==> config.mk <==
export PLATFORM = sky130hd
export DESIGN_NAME = match_sequencer
export DESIGN_NICKNAME = d
export VERILOG_FILES = /design/src/rtl/match_sequencer.sv
export SDC_FILE = /design/constraint.sdc
export NUM_CORES = 1
export LEC_CHECK = 0
export CAP_MARGIN = 5
export CORE_MARGIN = 2
export CORE_UTILIZATION = 60
export CTS_BUF_LIST = sky130_fd_sc_hd__clkbuf_8
export CTS_CLUSTER_DIAMETER = 120
export DETAILED_ROUTE_END_ITERATION = 6
export PLACE_DENSITY = 0.89
export SYNTH_ARGS = -nofsm -noshare
export SYNTH_HDL_FRONTEND = slang
export SYNTH_SLANG_ARGS = --single-unit
==> constraint.sdc <==
create_clock -name clk -period 3.4 [get_ports clk]
set_clock_uncertainty 0.1 [all_clocks]
set_input_delay 0.68 -clock clk [delete_from_list [all_inputs] [get_ports clk]]
set_output_delay 0.68 -clock clk [all_outputs]
set_load 0.01 [all_outputs]
==> src/rtl/match_sequencer.sv <==
// Pong game sequencer: frame divider, serve/rally/point/game-over FSM, score keeping,
// and the load/step strobes that drive the ball-physics block.
module match_sequencer #(
  parameter int FRAME_DIV    = 833333,
  parameter int SERVE_FRAMES = 60,
  parameter int WIN_SCORE    = 11,
  parameter int SCORE_W      = 4
) (
  input  logic               clk,
  input  logic               rst,
  input  logic               start_i,
  input  logic               pause_i,
  input  logic [1:0]         player_did_score,
  output logic               frame_tick,
  output logic               phys_step,
  output logic               phys_load,
  output logic               serve_dir,
  output logic [SCORE_W-1:0] score_left,
  output logic [SCORE_W-1:0] score_right,
  output logic [2:0]         state_o,
  output logic               game_over,
  output logic               winner
);

  localparam int CNT_W = (FRAME_DIV > 1) ? $clog2(FRAME_DIV) : 1;
  localparam int SRV_W = $clog2(SERVE_FRAMES + 1);

  localparam logic [CNT_W-1:0]   CNT_MAX  = CNT_W'(FRAME_DIV - 1);
  localparam logic [SRV_W-1:0]   SRV_LOAD = SRV_W'(SERVE_FRAMES);
  localparam logic [SCORE_W-1:0] WIN      = SCORE_W'(WIN_SCORE);

  typedef enum logic [2:0] {
    IDLE      = 3'd0,
    SERVE     = 3'd1,
    PLAY      = 3'd2,
    POINT     = 3'd3,
    GAME_OVER = 3'd4
  } state_t;

  state_t           state;
  logic [CNT_W-1:0] frame_cnt;
  logic [SRV_W-1:0] serve_cnt;

  // The divider free-runs in every state so frame timing never depends on pause or game flow.
  always_ff @(posedge clk) begin
    // NOTE: reset here is synchronous (sampled on the clock edge), and all sequential
    // state uses non-blocking assignments so every register updates from pre-edge values.
    if (rst) begin
      frame_cnt <= '0;
    end else if (frame_cnt == CNT_MAX) begin
      frame_cnt <= '0;
    end else begin
      frame_cnt <= frame_cnt + CNT_W'(1);
    end
  end

  assign frame_tick = (frame_cnt == CNT_MAX);

  always_ff @(posedge clk) begin
    if (rst) begin
      state       <= IDLE;
      serve_cnt   <= '0;
      score_left  <= '0;
      score_right <= '0;
      serve_dir   <= 1'b0;
      winner      <= 1'b0;
      phys_load   <= 1'b0;
    end else begin
      phys_load <= 1'b0;
      case (state)
        IDLE, GAME_OVER: begin
          if (start_i) begin
            score_left  <= '0;
            score_right <= '0;
            serve_dir   <= 1'b0;
            phys_load   <= 1'b1;
            serve_cnt   <= SRV_LOAD;
            state       <= SERVE;
          end
        end

        SERVE: begin
          if (frame_tick && !pause_i) begin
            if (serve_cnt == SRV_W'(1)) begin
              state <= PLAY;
            end else begin
              serve_cnt <= serve_cnt - SRV_W'(1);
            end
          end
        end

        PLAY: begin
          // Scoring exits the rally even while paused; 2'b11 is a void rally.
          if (player_did_score != 2'b00) begin
            state <= POINT;
            case (player_did_score)
              2'b01: begin
                score_left <= score_left + SCORE_W'(1);
                serve_dir  <= 1'b1;
              end
              2'b10: begin
                score_right <= score_right + SCORE_W'(1);
                serve_dir   <= 1'b0;
              end
              default: ;
            endcase
          end
        end

        POINT: begin
          if (score_left == WIN) begin
            winner <= 1'b0;
            state  <= GAME_OVER;
          end else if (score_right == WIN) begin
            winner <= 1'b1;
            state  <= GAME_OVER;
          end else begin
            phys_load <= 1'b1;
            serve_cnt <= SRV_LOAD;
            state     <= SERVE;
          end
        end

        default: state <= IDLE;
      endcase
    end
  end

  assign phys_step = (state == PLAY) && frame_tick && !pause_i;
  assign game_over = (state == GAME_OVER);
  assign state_o   = state;

endmodule

==> flow_summary.ini <==
[status]
outcome = complete, no violations

[routing]
drt_iter0_markers = 85
dr.pass1.iters = 4
vias = 1789
drcViolationCount = 0
totalWireLength_um = 4329
postRouteAntennaNets = 0
wl_per_cell_um = 13.83
via_per_inst = 5.716

[job]
maxCapViolations = 0

[critical_path]
crit_path_end_kind = output port
rrSetupSlack_ps = 1320
rr_startpoint = frame_cnt[7]
crit_type = reg2out
critical_path_required_ps = 2620
worstPathArrival_ps = 2480
reg2reg_depth = 5
worstPathMaxFanout = 5
start_kind = register
worstReg2RegEnd = frame_cnt[16]

[timing]
setup_violations = 0
setup_tns_ps = 0
fin_hold_ws_ps = 362.0
finalCriticalPeriod_ps = 3257
finalCritPeriodShare_pct = 95.78
slew_headroom_pct = 58.52
final_hold_viol_count = 0
worst_slew_pin_slew_ps = 618.0
finalMaxSlewViolations = 0
rsz0062_at_grt = no
clock.fmax_mhz = 307.1

[hold_path]
holdPathEnd = frame_cnt[0]
min-delay-start = frame_cnt[0]
hold_path_depth = 1
hold_path.class = reg2reg

[power_and_ir_drop]
p_seq_share_pct = 55.2
p_leak_uw = 0.0008488
switchingPower_uw = 219.0
p_comb_share_pct = 9.0
vdd_drop_max_uv = 270.5
p_clk_share_pct = 35.8
power_density_nw_per_um2 = 373.8
power.internal_uw = 674.3
sw_frac_of_total_pct = 24.51

[layout]
area_delta_synth_final_pct = 16.25
final_cell_mix = 40 x dfxtp_1, 38 x nor2_1, 22 x clkdlybuf4s50_1
num_antenna_cells = 0
layout_commonest_cell = dfxtp_1
nets = 278
drive_gt1_share_pct = 6.367

[global_routing]
grt_max_degree = 18
grt_pass1_wl_um = 7755
grt_usage_pct = 24.54
antenna_found_initial = 0
grt_pass1_vias = 1707
gr-total-overflow = 0

[synth]
ys_types = 47
yosysWarningCount = 0
ys_seq_area_share_pct = 38.95
synth_cells = 244
synth_nets = 256
synth_area_per_cell_sq_um = 8.425
ys_ff_latch = 40
synth_area_sq_um = 2056

[clocking]
ctsHoldBuffers = 0
clkLatencyLatePin_ps = 290
clkSlewWorstSetupHoldPaths_ps = 70
cts_tree = done
clkSinkCount = 40
cts_buffers = 5
cts_setup_buffers = 0
root_buffer = clkbuf_8
clockBufferDepth = 2
ctsResizeCount = 0
htreeDepth = 2

[floorplanning]
core_area_sq_um = 3311
start_util_pct = 62.09
die_w_um = 62.54
rows = 21
design.die.area_sq_um = 3911
die_h_um = 62.54
ios = 23

[place]
finalWeightedCongestion = 0.8593
hpwl_um = 2964
portBuffers = 22
==> how the worst max path moves through the flow <==
stage / start / end / slack [ps]
floorplan: frame_cnt[0] / phys_step / 1040
detailed placement: pause_i / phys_step / 200
global placement: pause_i / phys_step / 220
global route: frame_cnt[7] / phys_step / 2
CTS: frame_cnt[0] / phys_step / 120
finish: frame_cnt[7] / phys_step / 140
==> stage by stage <==
step	instances	utilization, %	worst slack, ps	power (uW)	area, sq um
after global routing	313	72.18	2.211	925.5	2390
after floorplan	244	-	1038	558.6	2056
after global placement	305	69.46	220.3	580.0	2300
after detailed placement	305	69.46	202.6	582.9	2300
final	313	72.18	143.4	893.3	2390
after CTS	313	72.18	116.5	896.5	2390
==> per-layer routing <==
| layer | GRT usage (%) | wire length [um] | part of all wire [%] | vias to the layer above |
|---|---|---|---|---|
| li1 | - | - | - | 906 |
| met1 | 30.13 | 1981 | 46 | 833 |
| met5 | 0 | 0 | 0 | - |
| met3 | 5.766 | 154 | 3.6 | 8 |
| met4 | 8.889 | 64 | 1.5 | 0 |
| met2 | 41.94 | 2128 | 49 | 42 |
==> layout make-up <==
class,count,area (sq um)
Clock buffer,6,82.58
Clock inverter,2,7.507
Fill cell,268,920.9
Inverter,13,48.80
Multi-Input combinational cell,182,1157
Sequential cell,40,800.8
Tap cell,46,57.56
Timing Repair Buffer,24,235.2
==> cell usage after synthesis (all sizes together) <==
master / n / share of area [%]
clkbuf: 7 / 1.3
nor4: 8 / 3.2
or3: 7 / 2.1
a31o: 1 / 0.43
a31oi: 4 / 1.9
mux2i: 2 / 0.97
nor2b: 5 / 1.6
and3: 2 / 0.61
o31ai: 3 / 1.1
a211oi: 2 / 0.73
o221a: 1 / 0.55
nand4: 8 / 2.4
nand3b: 2 / 0.73
inv: 13 / 2.4
or2: 2 / 0.61
or3b: 1 / 0.43
nor3: 6 / 1.5
nand3: 10 / 2.4
and4b: 1 / 0.49
a22oi: 1 / 0.37
o21bai: 1 / 0.37
nand2: 12 / 2.2
nor2: 38 / 6.9
and3b: 1 / 0.43
nand2b: 2 / 0.61
o21ai: 10 / 2.4
and2b: 1 / 0.37
and4: 1 / 0.43
ha: 6 / 3.7
a2111oi: 1 / 0.43
xnor2: 12 / 5.1
a41o: 1 / 0.49
nor3b: 3 / 1.1
xor2: 7 / 3.0
buf: 2 / 1.1
nand4bb: 1 / 0.55
a311o: 1 / 0.49
and4bb: 2 / 1.2
dfxtp: 40 / 39
and2: 1 / 0.30
nand4b: 1 / 0.43
a21oi: 13 / 3.2
nor4b: 1 / 0.43
==> sequential cells by signal, summed over array words and instances (netlist names) <==
name and flops:
serve_dir 1, frame_cnt 20, score_left 4, phys_load 1, score_right 4, state_o 3
serve_cnt 6, winner 1
==> kinds of logic (layout without fill, tap and decap cells) <==
kind of cell,count (synthesis),count (layout),synth area share [%]
xor gates and xnor gates,19,19,8.095
and+or+nand+nor,116,116,31.10
buffers and inverters,22,45,4.748
AOI/OAI and AO/OA,39,39,12.48
DFF,40,40,38.95
muxes,2,2,0.9739
adders and majority gates,6,6,3.652
==> power by group through the flow <==
stage | clock network, uW | registers (uW) | logic, uW
final | 320 | 493 | 80.6
after global routing | 340 | 495 | 91.2
after floorplan | 0 | 500 | 58.2
after CTS | 324 | 492 | 80.4
after global placement | 0 | 503 | 77.4
after detailed placement | 0 | 503 | 79.5
==> worst max-delay path: stages (launching register included) <==
cell             delay [ps]
dfxtp_1                 370
nor4_1                  330
nand4_1                 250
or3_1                   460
nor3b_1                 200
clkdlybuf4s50_1         570
(Power assumes the default switching activity.)
